[config.mk]
export PLATFORM = sky130hd
export DESIGN_NAME = invader_swarm_ctrl
export DESIGN_NICKNAME = d
export VERILOG_FILES = /design/src/rtl/invader_swarm_ctrl.sv
export SDC_FILE = /design/constraint.sdc
export NUM_CORES = 1
export LEC_CHECK = 0
export ABC_CLOCK_PERIOD_IN_PS = 7770
export CAP_MARGIN = 10
export CELL_PAD_IN_SITES_DETAIL_PLACEMENT = 1
export CELL_PAD_IN_SITES_GLOBAL_PLACEMENT = 1
export CORE_MARGIN = 5
export CORE_UTILIZATION = 40
export CTS_CLUSTER_DIAMETER = 40
export CTS_CLUSTER_SIZE = 40
export DETAILED_ROUTE_END_ITERATION = 8
export PLACE_DENSITY_LB_ADDON = 0.1
export SLEW_MARGIN = 10
export SYNTH_ARGS = -nofsm -noshare
export SYNTH_HDL_FRONTEND = slang
export SYNTH_SLANG_ARGS = --single-unit
[constraint.sdc]
create_clock -name clk65MHz -period 7.77 [get_ports clk65MHz]
set_input_delay 1.554 -clock clk65MHz [delete_from_list [all_inputs] [get_ports clk65MHz]]
set_output_delay 1.554 -clock clk65MHz [all_outputs]
set_load 0.02 [all_outputs]
[src/rtl/invader_swarm_ctrl.sv]
// Formation controller for the invader swarm: marches the block sideways on a
// population-dependent interval, descends at the playfield edges, and detects landing/clearing.
module invader_swarm_ctrl #(
    parameter int unsigned X_INIT     = 32,
    parameter int unsigned Y_INIT     = 64,
    parameter int unsigned X_STEP     = 4,
    parameter int unsigned Y_STEP     = 32,
    parameter int unsigned X_MIN      = 0,
    parameter int unsigned X_MAX      = 1023,
    parameter int unsigned Y_LIMIT    = 700,
    parameter int unsigned MIN_PERIOD = 65_000,
    parameter int unsigned PER_ALIVE  = 75_000
) (
    input  logic       clk65MHz,
    input  logic       rst,
    input  logic       game_start,
    input  logic       pause,
    input  logic [5:0] alive_cnt,
    input  logic [9:0] col_min_off,
    input  logic [9:0] col_max_off,
    input  logic [9:0] row_max_off,
    output logic [9:0] x_off,
    output logic [9:0] y_off,
    output logic       dir,
    output logic       anim_frame,
    output logic       step_pulse,
    output logic       landed,
    output logic       cleared,
    output logic [1:0] dbg_state
);

    typedef enum logic [1:0] {
        S_IDLE    = 2'd0,
        S_RUN     = 2'd1,
        S_CLEARED = 2'd2,
        S_LANDED  = 2'd3
    } state_t;

    state_t      state_q, state_d;
    logic [31:0] cnt_q, cnt_d;
    logic [9:0]  x_off_q, x_off_d;
    logic [9:0]  y_off_q, y_off_d;
    logic        dir_q, dir_d;
    logic        anim_q, anim_d;
    logic        step_q, step_d;
    logic        landed_q, landed_d;
    logic        cleared_q, cleared_d;

    logic [31:0] period, period_m1;
    logic [10:0] right_sum, left_sum, y_sum, land_sum;
    logic [9:0]  y_desc, x_left;
    logic        right_hit, left_hit, land_hit, tick;

    // Period follows alive_cnt live; >= lets a shrinking period fire immediately.
    always_comb begin
        period    = 32'(MIN_PERIOD) + 32'(alive_cnt) * 32'(PER_ALIVE);
        period_m1 = (period == 32'd0) ? 32'd0 : period - 32'd1;
        tick      = (state_q == S_RUN) && !pause && (cnt_q >= period_m1);
    end

    // Edge and landing arithmetic in 11 bits so no sum can wrap back into range.
    always_comb begin
        right_sum = {1'b0, x_off_q} + {1'b0, col_max_off} + 11'(X_STEP);
        left_sum  = {1'b0, x_off_q} + {1'b0, col_min_off};
        right_hit = right_sum > 11'(X_MAX);
        left_hit  = left_sum < 11'(X_MIN + X_STEP);
        y_sum     = {1'b0, y_off_q} + 11'(Y_STEP);
        y_desc    = y_sum[10] ? 10'h3ff : y_sum[9:0];
        land_sum  = {1'b0, y_desc} + {1'b0, row_max_off};
        land_hit  = land_sum >= 11'(Y_LIMIT);
        x_left    = (x_off_q >= 10'(X_STEP)) ? x_off_q - 10'(X_STEP) : 10'd0;
    end

    always_comb begin
        state_d   = state_q;
        cnt_d     = cnt_q;
        x_off_d   = x_off_q;
        y_off_d   = y_off_q;
        dir_d     = dir_q;
        anim_d    = anim_q;
        step_d    = 1'b0;
        landed_d  = landed_q;
        cleared_d = cleared_q;

        if (game_start) begin
            state_d   = S_RUN;
            cnt_d     = 32'd0;
            x_off_d   = 10'(X_INIT);
            y_off_d   = 10'(Y_INIT);
            dir_d     = 1'b1;
            anim_d    = 1'b0;
            landed_d  = 1'b0;
            cleared_d = 1'b0;
        end else if (state_q == S_RUN && !pause) begin
            if (!tick) begin
                cnt_d = cnt_q + 32'd1;
            end else begin
                cnt_d = 32'd0;
                if (alive_cnt == 6'd0) begin
                    state_d   = S_CLEARED;
                    cleared_d = 1'b1;
                end else begin
                    step_d = 1'b1;
                    anim_d = ~anim_q;
                    if ((dir_q && right_hit) || (!dir_q && left_hit)) begin
                        y_off_d = y_desc;
                        dir_d   = ~dir_q;
                        if (land_hit) begin
                            state_d  = S_LANDED;
                            landed_d = 1'b1;
                        end
                    end else if (dir_q) begin
                        x_off_d = x_off_q + 10'(X_STEP);
                    end else begin
                        x_off_d = x_left;
                    end
                end
            end
        end
    end

    always_ff @(posedge clk65MHz) begin
        if (rst) begin
            state_q   <= S_IDLE;
            cnt_q     <= 32'd0;
            x_off_q   <= 10'(X_INIT);
            y_off_q   <= 10'(Y_INIT);
            dir_q     <= 1'b1;
            anim_q    <= 1'b0;
            step_q    <= 1'b0;
            landed_q  <= 1'b0;
            cleared_q <= 1'b0;
        end else begin
            state_q   <= state_d;
            cnt_q     <= cnt_d;
            x_off_q   <= x_off_d;
            y_off_q   <= y_off_d;
            dir_q     <= dir_d;
            anim_q    <= anim_d;
            step_q    <= step_d;
            landed_q  <= landed_d;
            cleared_q <= cleared_d;
        end
    end

    assign x_off      = x_off_q;
    assign y_off      = y_off_q;
    assign dir        = dir_q;
    assign anim_frame = anim_q;
    assign step_pulse = step_q;
    assign landed     = landed_q;
    assign cleared    = cleared_q;
    assign dbg_state  = state_q;

endmodule

==> run summary, run 1 <==
status -> finished clean
io pins -> 67
DR DRC count -> 0
Tcrit/Tclk final -> 0.992
first-pass GRT wire length -> 30.6 mm
internal power -> 0.00124 W
# rows -> 45
Routability Congestion -> 0.819
Placed Area -> 0.00761 mm²
Setup crit end kind -> flop
starting density of the core -> 0.407
vias in the first global route -> 6526
Setup crit end -> x_off[2]
crit path buf inv count -> 8
total negative slack -> 0 ps
DR iter-0 viols -> 247
RSZ-0062 raised after global routing -> yes
CP peak stage delay -> 600 ps
Worst Setup Start Kind -> primary input
Worst slew margin -> 0.443
Syn. warnings -> 0
Final Cell Area -> 0.00852 mm²
sw power -> 0.000792 W
die height -> 134 µm
Vias/cell -> 5.49
clock transition at the registers of the reported paths -> 50 ps
fraction of final layout cells sized beyond drive strength 1 -> 0.218
Worst-Skew Late Latency -> 330 ps
port buffer count -> 60
delay-heaviest family, CP -> adder cells
Crit Path Category -> in2reg
switching share of power -> 0.390
die area -> 0.0181 mm²
Netlist cell types -> 66
H-tree Lvls -> 3
Routed Antenna Nets -> 0
post-DP HPWL -> 14.3 mm
Final #Nets -> 1087
Post-synth EDFFs -> 0
Sink Count -> 57
total of max-cap violations -> 0
Die Width -> 134 µm
Worst R2R End -> dbg_state[1]
Hold Crit Class -> reg2reg
Num CTS Buffers -> 9
PD cells -> 238 mW/mm²
vias post-DR -> 6143
Seq/Total Area, Yosys -> 0.184
Routed wire per std cell -> 17.2 µm
Slew Limit Fails -> 0
antenna violations before repair -> 0
worst reg2reg path depth -> 14
peak supply drop -> 173 µV
asr flop ratio synth -> 0
flops & latches, synth -> 57
Clk pwr share -> 0.197
Comb power frac -> 0.658
antenna fix cells -> 0
CTS max path bufs -> 2
Worst Clk Skew -> 6.59 ps
largest net degree at the start of global routing -> 24
Critical-path top delay cell -> fa_2
Leakage -> 3.82 nW
layout overhead on the synthesized area -> 37.5%
root buffer cell -> clkbuf_16
total core area -> 0.0152 mm²
total wire length -> 19.2 mm
final worst path period need -> 7710 ps
prevailing post-synth register cell -> dfxtp_1
register area -> 0.00114 mm²
Syn Inst Count -> 757
Required @ worst endpoint -> 7970 ps
CTS tree -> done
FMAX -> 0.130 GHz
Total GRT Usage -> 0.203
Seq pwr share -> 0.145
setup violators final -> 0
Reg2Reg Setup Slack -> 3900 ps
Post-Syn Area -> 0.00619 mm²
FILL cells -> 1816
Arr. time, crit path -> 7910 ps
multi-input logic area -> 0.00524 mm²
Slew @ Worst Pin -> 834 ps
Critical Path Fanout Max -> 5
post-synthesis area per instance -> 8.18 µm²
Stages on worst setup path -> 31
First-pass DRT Iterations -> 4
Fin. Hold Viols -> 0
total congestion overflow -> 0
worst r2r src -> y_off[7]
worst setup path startpoint -> alive_cnt[3]
==> worst min-delay path by stage <==
stage	startpoint	slack, ps	cells past startpoint	end
after floorplan	cnt_q[24]	480	2	cnt_q[24]
after global placement	y_off[2]	490	1	y_off[2]
final	y_off[4]	500	1	y_off[4]
after detailed placement	y_off[0]	490	1	y_off[0]
after global routing	anim_frame	540	2	anim_frame
after CTS	y_off[1]	510	1	y_off[1]
==> cell type report <==
cell class / count / share of cell area
clock buffer: 10 / 0.0281
inverter: 39 / 0.0175
tap: 188 / 0.0276
sequential: 57 / 0.134
timing repair buffer: 165 / 0.171
multi-input combinational: 655 / 0.615
clock inverter: 5 / 0.00661
==> power by group through the flow <==
stage                     clock [W]  sequential [W]  combinational (W)
after CTS                  0.000405        0.000293            0.00118
after floorplan                   0        0.000300           0.000612
after global routing       0.000419        0.000293            0.00146
after global placement            0        0.000300            0.00102
final                      0.000399        0.000293            0.00134
after detailed placement          0        0.000300            0.00108
==> Yosys cell counts, drive strengths merged, types with 2 or more instances <==
cell type	n	area, µm²
a2111oi	4	53.8
a211oi	4	35.0
a21boi	2	15.0
a21o	26	195
a21oi	42	218
a221oi	2	35.0
a311oi	3	26.3
a31oi	7	43.8
a41oi	3	26.3
and2	2	12.5
and2b	2	15.0
and3	14	93.8
and4	2	17.5
buf	5	32.5
clkbuf	13	48.8
conb	2	7.51
dfxtp	57	1140
fa	12	240
ha	108	1350
inv	38	143
mux2i	10	100
nand2	60	225
nand2b	11	68.8
nand3	30	150
nand3b	5	37.5
nand4	10	62.6
nor2	85	319
nor2b	9	56.3
nor3	24	120
nor3b	8	65.1
nor4	9	56.3
nor4b	3	32.5
o211ai	2	15.0
o21a	9	67.6
o21ai	23	119
o311ai	5	51.3
o31ai	5	37.5
or2	4	25.0
or3	9	56.3
or4	2	15.0
xnor2	37	324
xor2	38	333
==> per-stage QoR <==
stage / hold WS (ps) / total power, W / worst slack (ps) / std cells / util
floorplan: 475 / 0.000912 / 35.0 / 769 / -
global placement: 492 / 0.00132 / -650 / 1079 / 0.500
detailed placement: 491 / 0.00138 / -872 / 1079 / 0.500
CTS: 510 / 0.00188 / 0.224 / 1106 / 0.539
global route: 544 / 0.00217 / -157 / 1119 / 0.560
finish: 505 / 0.00203 / 61.5 / 1119 / 0.560
==> cell families after synthesis <==
kind of cell / Yosys count / share of synthesized area
adders and majority gates: 120 / 0.257
other: 2 / 0.00121
AOI/OAI and AO/OA: 145 / 0.164
xor gates and xnor gates: 75 / 0.106
buffers and inverters: 57 / 0.0368
muxes: 10 / 0.0162
and+or+nand+nor: 291 / 0.235
DFF: 57 / 0.184
==> metal layers <==
| metal | routed length, µm | GRT usage |
|---|---|---|
| met5 | 0 | 0 |
| met3 | 566 | 0.0278 |
| met4 | 185 | 0.0452 |
| met2 | 10200 | 0.378 |
| met1 | 8280 | 0.247 |
==> flip-flops by register name, indices dropped and copies added, names as in the netlist <==
name        cells
dir             1
anim_frame      1
x_off           8
landed          1
cleared         1
y_off          10
step_pulse      1
dbg_state       2
cnt_q          32
==> cells in the final DEF (no fill, tap or decap), types with 10 or more instances in the layout <==
master           count
a21o_1              26
ha_1               103
xnor2_1             32
nand3_1             28
xor2_1              36
clkdlybuf4s50_1     54
fa_1                10
nor3_1              22
inv_1               30
a21oi_1             33
dfxtp_1             57
nor2_1              80
o21ai_0             17
and3_1              11
nand4_1             10
nand2_1             58
nand2b_1            11
buf_4               93
conb_1              14
==> repair_timing <==
| item | in CTS | in global routing |
|---|---|---|
| pin swaps | 27 | 37 |
| gates resized for setup | 49 | 61 |
| gates cloned | 3 | 0 |
| setup buffers | 9 | 14 |
| hold buffers | 0 | 0 |
| setup endpoints to repair | 57 | 54 |
Power figures use the tool's default switching activity.
==> run 2: changes to the inputs <==
CTS_BUF_LIST = sky130_fd_sc_hd__clkbuf_16   (was not set)
SLEW_MARGIN = not set   (was 10)
==> run 2 against run 1 <==
  * Sequential share of layout area rose by 0.10 points
  * Largest cell class unchanged
  * Critical path type unchanged
  * Critical path depth fell by 1
  * Via count fell by 1.0%
  * Highest routed layer unchanged
  * Clock power fell by 3%
  * Count of clock-buffer cells in the layout fell by 1
  * Final cell count fell by 0.45%
  * First-iteration DRC count fell by 3.6%
==> run summary, run 2 (synthesis results as in run 1) <==
status -> finished clean (unchanged)
CTS tree -> done (unchanged)
Routed Antenna Nets -> 0 (unchanged)
PD cells -> 233 mW/mm² (was 238 mW/mm²)
Fin. Hold Viols -> 0 (unchanged)
Required @ worst endpoint -> 7970 ps (about the same)
Placement Setup Slack -> -872 ps (unchanged)
max reg flops -> 32 (unchanged)
Placed Instances -> 1079 (unchanged)
die area -> 0.0181 mm² (unchanged)
Setup crit end kind -> flop (unchanged)
FMAX -> 0.132 GHz (was 0.130 GHz)
final std cells w/o fill -> 1114 (was 1119)
Arr. time, crit path -> 7770 ps (was 7910 ps)
Crit Path Category -> in2reg (unchanged)
Worst-Skew Late Latency -> 330 ps (about the same)
most frequent cells in the layout -> ha_1 (103), buf_4 (88), nor2_1 (72) (was ha_1 (103), buf_4 (93), nor2_1 (80))
Setup crit end -> x_off[2] (unchanged)
worst setup path startpoint -> alive_cnt[3] (unchanged)
Critical-path top delay cell -> fa_2 (unchanged)
Sink Count -> 57 (unchanged)
Worst R2R End -> dbg_state[1] (unchanged)
Num CTS Buffers -> 9 (unchanged)
vias post-DR -> 6080 (was 6143)
Reg2Reg Setup Slack -> 3950 ps (was 3900 ps)
Worst Setup Start Kind -> primary input (unchanged)
io pins -> 67 (unchanged)
fraction of final layout cells sized beyond drive strength 1 -> 0.217 (was 0.218)
Tcrit/Tclk final -> 0.974 (was 0.992)
Most flops, register -> cnt_q (unchanged)
antenna violations before repair -> 0 (unchanged)
worst reg2reg path depth -> 14 (unchanged)
commonest non-fill, non-tap cell in the layout -> ha_1 (unchanged)
First-pass DRT Iterations -> 4 (unchanged)
antenna fix cells -> 0 (unchanged)
post-DP HPWL -> 14.3 mm (unchanged)
Worst Clk Skew -> 7.50 ps (was 6.59 ps)
setup violators final -> 0 (unchanged)
Vias/cell -> 5.46 (was 5.49)
Die Width -> 134 µm (unchanged)
starting density of the core -> 0.407 (unchanged)
vias in the first global route -> 6527 (was 6526)
Slew Limit Fails -> 0 (unchanged)
final worst path period need -> 7570 ps (was 7710 ps)
total congestion overflow -> 0 (unchanged)
DR iter-0 viols -> 238 (was 247)
total wire length -> 18.8 mm (was 19.2 mm)
Final #Nets -> 1082 (was 1087)
peak supply drop -> 185 µV (was 173 µV)
H-tree Lvls -> 3 (unchanged)
setup ws final -> 203 ps (was 61.5 ps)
total core area -> 0.0152 mm² (unchanged)
port buffer count -> 60 (unchanged)
clock transition at the registers of the reported paths -> 50 ps (about the same)
hold_buf cts -> 0 (unchanged)
layout overhead on the synthesized area -> 36.5% (was 37.5%)
worst r2r src -> y_off[7] (unchanged)
# rows -> 45 (unchanged)
Leakage -> 3.78 nW (was 3.82 nW)
root buffer cell -> clkbuf_16 (unchanged)
first-pass GRT wire length -> 30.6 mm (about the same)
CP peak stage delay -> 600 ps (about the same)
die height -> 134 µm (unchanged)
Routed wire per std cell -> 16.8 µm (was 17.2 µm)
DR DRC count -> 0 (unchanged)
Hold Crit Class -> reg2reg (unchanged)
CTS max path bufs -> 2 (unchanged)
Slew @ Worst Pin -> 830 ps (was 834 ps)
largest net degree at the start of global routing -> 24 (unchanged)
Worst slew margin -> 0.446 (was 0.443)
total of max-cap violations -> 0 (unchanged)
Total GRT Usage -> 0.203 (about the same)
Critical Path Fanout Max -> 5 (unchanged)
Routability Congestion -> 0.819 (unchanged)
-- run 2: cell types whose count changed in the layout (fill, tap and decap cells not counted), sizes merged --
cell    change
clkinv      +1
buf         -6
-- run 2: final cells by class --
type | instances | area, µm²
repair buffers | 160 | 1430
multi-input cells | 655 | 5220
inverters | 39 | 146
clock buffers | 9 | 225
flip-flops and latches | 57 | 1140
well taps | 188 | 235
fillers | 1812 | 6750
clock inverters | 6 | 60.1
-- run 2: worst min-delay path by stage --
stage                     slack [ps]  startpoint         to  depth (start not counted)
final                            490    y_off[4]   y_off[4]                          1
after global routing             530    y_off[1]   y_off[1]                          1
after CTS                        510    y_off[1]   y_off[1]                          1
after detailed placement         490    y_off[0]   y_off[0]                          1
after global placement           490    y_off[2]   y_off[2]                          1
after floorplan                  480   cnt_q[24]  cnt_q[24]                          2
-- run 2: worst max-delay path: cells and delay by family --
kind	cells	cell delay (ps)
fa+ha+maj	5	2140
compound gates	11	1790
simple gates	4	910
buf+inv	7	790
xor+xnor	2	410
mux	1	140
-- run 2: stage by stage --
step	util	hold slack [ps]	setup TNS, ps	instance area [µm²]	power (W)
after floorplan	-	475	0	6240	0.000912
after global placement	0.500	492	-33010	7610	0.00132
after detailed placement	0.500	491	-45340	7610	0.00138
after CTS	0.536	510	0	8150	0.00186
after global routing	0.556	528	-1040	8450	0.00212
final	0.556	495	0	8450	0.00197
-- run 2: per-layer routing --
layer | part of all wire | track usage
met3 | 0.023 | 0.0296
met5 | 0 | 0
met4 | 0.012 | 0.0498
met1 | 0.44 | 0.248
met2 | 0.52 | 0.375
-- run 2: report_power, final --
part,switching (W),leakage [nW],total [W],internal [W]
clock network,0.000142,0.139,0.000387,0.000244
logic,0.000617,3.18,0.00129,0.000672
registers,0.000000454,0.459,0.000293,0.000293
-- run 2: repair_timing --
action,CTS,global route
buffers inserted,7,9
endpoints found under the setup margin,57,57
resized for setup,44,61
cloned,3,1
pin swaps,28,30
==> run 3: changes to the inputs <==
CTS_BUF_LIST = sky130_fd_sc_hd__clkbuf_2 sky130_fd_sc_hd__clkbuf_4 sky130_fd_sc_hd__clkbuf_8   (was sky130_fd_sc_hd__clkbuf_16)
==> run 3 against run 2 <==
  * Non-clock buffer count rose by 1
  * Worst setup slack improved by 28 ps
  * Via count is 1.0% higher
  * Die area unchanged
  * Critical path depth decreased by 1
  * Total power down 5.4%
  * Worst hold slack better by 4.4 ps
  * Critical path type unchanged
==> run summary, run 3 (synthesis results as in run 1) <==
Critical Path Fanout Max -> 8 (was 5)
Most flops, register -> cnt_q (unchanged)
Worst Setup Start Kind -> primary input (unchanged)
# rows -> 45 (unchanged)
CTS max path bufs -> 2 (unchanged)
Worst slew margin -> 0.412 (was 0.446)
vias post-DR -> 6141 (was 6080)
Worst R2R End -> dbg_state[1] (unchanged)
Hold Crit Class -> reg2reg (unchanged)
Setup crit end kind -> flop (unchanged)
Routed wire per std cell -> 16.7 µm (was 16.8 µm)
FMAX -> 0.133 GHz (was 0.132 GHz)
io pins -> 67 (unchanged)
layout overhead on the synthesized area -> 34.0% (was 36.5%)
post-DP HPWL -> 14.3 mm (unchanged)
Total GRT Usage -> 0.202 (was 0.203)
final worst path period need -> 7540 ps (was 7570 ps)
Die Width -> 134 µm (unchanged)
Crit Path Category -> in2reg (unchanged)
total of max-cap violations -> 0 (unchanged)
total wire length -> 18.6 mm (was 18.8 mm)
die area -> 0.0181 mm² (unchanged)
DR DRC count -> 0 (unchanged)
vias in the first global route -> 6471 (was 6527)
Hold Startpoint -> y_off[4] (unchanged)
total core area -> 0.0152 mm² (unchanged)
met2 WL -> 9.53 mm (was 9.78 mm)
largest net degree at the start of global routing -> 24 (unchanged)
Reg2Reg Setup Slack -> 3990 ps (was 3950 ps)
wl on met1 -> 8.31 mm (was 8.32 mm)
die height -> 134 µm (unchanged)
Slew @ Worst Pin -> 881 ps (was 830 ps)
Placed Area -> 0.00761 mm² (unchanged)
Required @ worst endpoint -> 8050 ps (was 7970 ps)
root buffer cell -> clkbuf_8 (was clkbuf_16)
status -> finished clean (unchanged)
port buffer count -> 60 (unchanged)
CP peak stage delay -> 600 ps (about the same)
CTS tree -> done (unchanged)
Routability Congestion -> 0.819 (unchanged)
H-tree Lvls -> 3 (unchanged)
setup violators final -> 0 (unchanged)
total congestion overflow -> 0 (unchanged)
Final #Nets -> 1083 (was 1082)
hold path cells -> 1 (unchanged)
worst reg2reg path depth -> 14 (unchanged)
antenna fix cells -> 0 (unchanged)
Top cell by count, worst path -> a21oi_2
Sink Count -> 57 (unchanged)
Leakage -> 3.73 nW (was 3.78 nW)
fraction of final layout cells sized beyond drive strength 1 -> 0.208 (was 0.217)
Critical-path top delay cell -> fa_2 (unchanged)
Worst-Skew Late Latency -> 350 ps (was 330 ps)
Hold Path End -> y_off[4] (unchanged)
top sig layer -> met4 (unchanged)
max reg flops -> 32 (unchanged)
Slew Limit Fails -> 0 (unchanged)
metal3 WL -> 498 µm (was 435 µm)
hold_buf cts -> 0 (unchanged)
Arr. time, crit path -> 7820 ps (was 7770 ps)
worst r2r src -> y_off[7] (unchanged)
DR iter-0 viols -> 203 (was 238)
Vias/cell -> 5.51 (was 5.46)
commonest non-fill, non-tap cell in the layout -> ha_1 (unchanged)
peak supply drop -> 185 µV (about the same)
PD cells -> 224 mW/mm² (was 233 mW/mm²)
First-pass DRT Iterations -> 4 (unchanged)
antenna violations before repair -> 0 (unchanged)
Num CTS Buffers -> 9 (unchanged)
Fin. Hold Viols -> 0 (unchanged)
first-pass GRT wire length -> 30.3 mm (was 30.6 mm)
Final Cell Area -> 0.00830 mm² (was 0.00845 mm²)
clock transition at the registers of the reported paths -> 70 ps (was 50 ps)
starting density of the core -> 0.407 (unchanged)
total negative slack -> 0 ps (unchanged)
Routed Antenna Nets -> 0 (unchanged)
Worst Clk Skew -> 11.6 ps (was 7.50 ps)
most frequent cells in the layout -> ha_1 (103), buf_4 (91), nor2_1 (78) (was ha_1 (103), buf_4 (88), nor2_1 (72))
Tcrit/Tclk final -> 0.970 (was 0.974)
-- run 3: cell count changes in the layout (fill, tap and decap cells not counted), sizes merged --
| cell | previous run | this run |
|---|---|---|
| buf | 100 | 102 |
| clkinv | 5 | 4 |
-- run 3: final cells by class --
type / instances / area [µm²]
well taps: 188 / 235
repair buffers: 161 / 1410
inverters: 39 / 146
flip-flops and latches: 57 / 1140
clock buffers: 10 / 138
fillers: 1826 / 6900
clock inverters: 5 / 56.3
multi-input cells: 655 / 5170
-- run 3: worst max-delay path by stage --
stage	startpoint	end	slack, ps	cells after the start
finish	alive_cnt[3]	cnt_q[17]	230	29
global route	alive_cnt[3]	x_off[5]	-50	29
CTS	alive_cnt[0]	cnt_q[26]	60	33
detailed placement	alive_cnt[3]	cnt_q[17]	-870	31
global placement	alive_cnt[3]	x_off[8]	-650	31
floorplan	alive_cnt[3]	y_off[0]	40	27
-- run 3: per-layer routing --
layer | GRT usage | up-vias
li1 | - | 3019
met1 | 0.246 | 2997
met3 | 0.0323 | 32
met2 | 0.370 | 93
met5 | 0 | -
met4 | 0.0475 | 0
-- run 3: worst max-delay path, delay by kind of cell --
family,cells,cell delay [ps]
compound gates,11,1770
xor+xnor,2,410
fa+ha+maj,5,2140
buf+inv,7,820
simple gates,4,1080
-- run 3: what timing repair did --
| item | in CTS | in global routing |
|---|---|---|
| gates resized for setup | 45 | 47 |
| setup endpoints to repair | 57 | 57 |
| gates cloned | 3 | 0 |
| buffers inserted | 8 | 10 |
| pin swaps | 28 | 27 |
-- run 3: where the power goes --
group,switching [W],total (W),internal (W)
registers,0.000000461,0.000293,0.000293
clock network,0.000128,0.000282,0.000154
logic,0.000615,0.00129,0.000672
total,0.000743,0.00186,0.00112
-- run 3: stage by stage --
stage | util | worst slack (ps) | power [W] | hold slack, ps | instances
after global routing | 0.546 | -54.6 | 0.00201 | 533 | 1115
final | 0.546 | 231 | 0.00186 | 499 | 1115
after global placement | 0.500 | -650 | 0.00132 | 492 | 1079
after detailed placement | 0.500 | -872 | 0.00138 | 491 | 1079
after floorplan | - | 35.0 | 0.000912 | 475 | 769
after CTS | 0.531 | 62.0 | 0.00176 | 514 | 1105
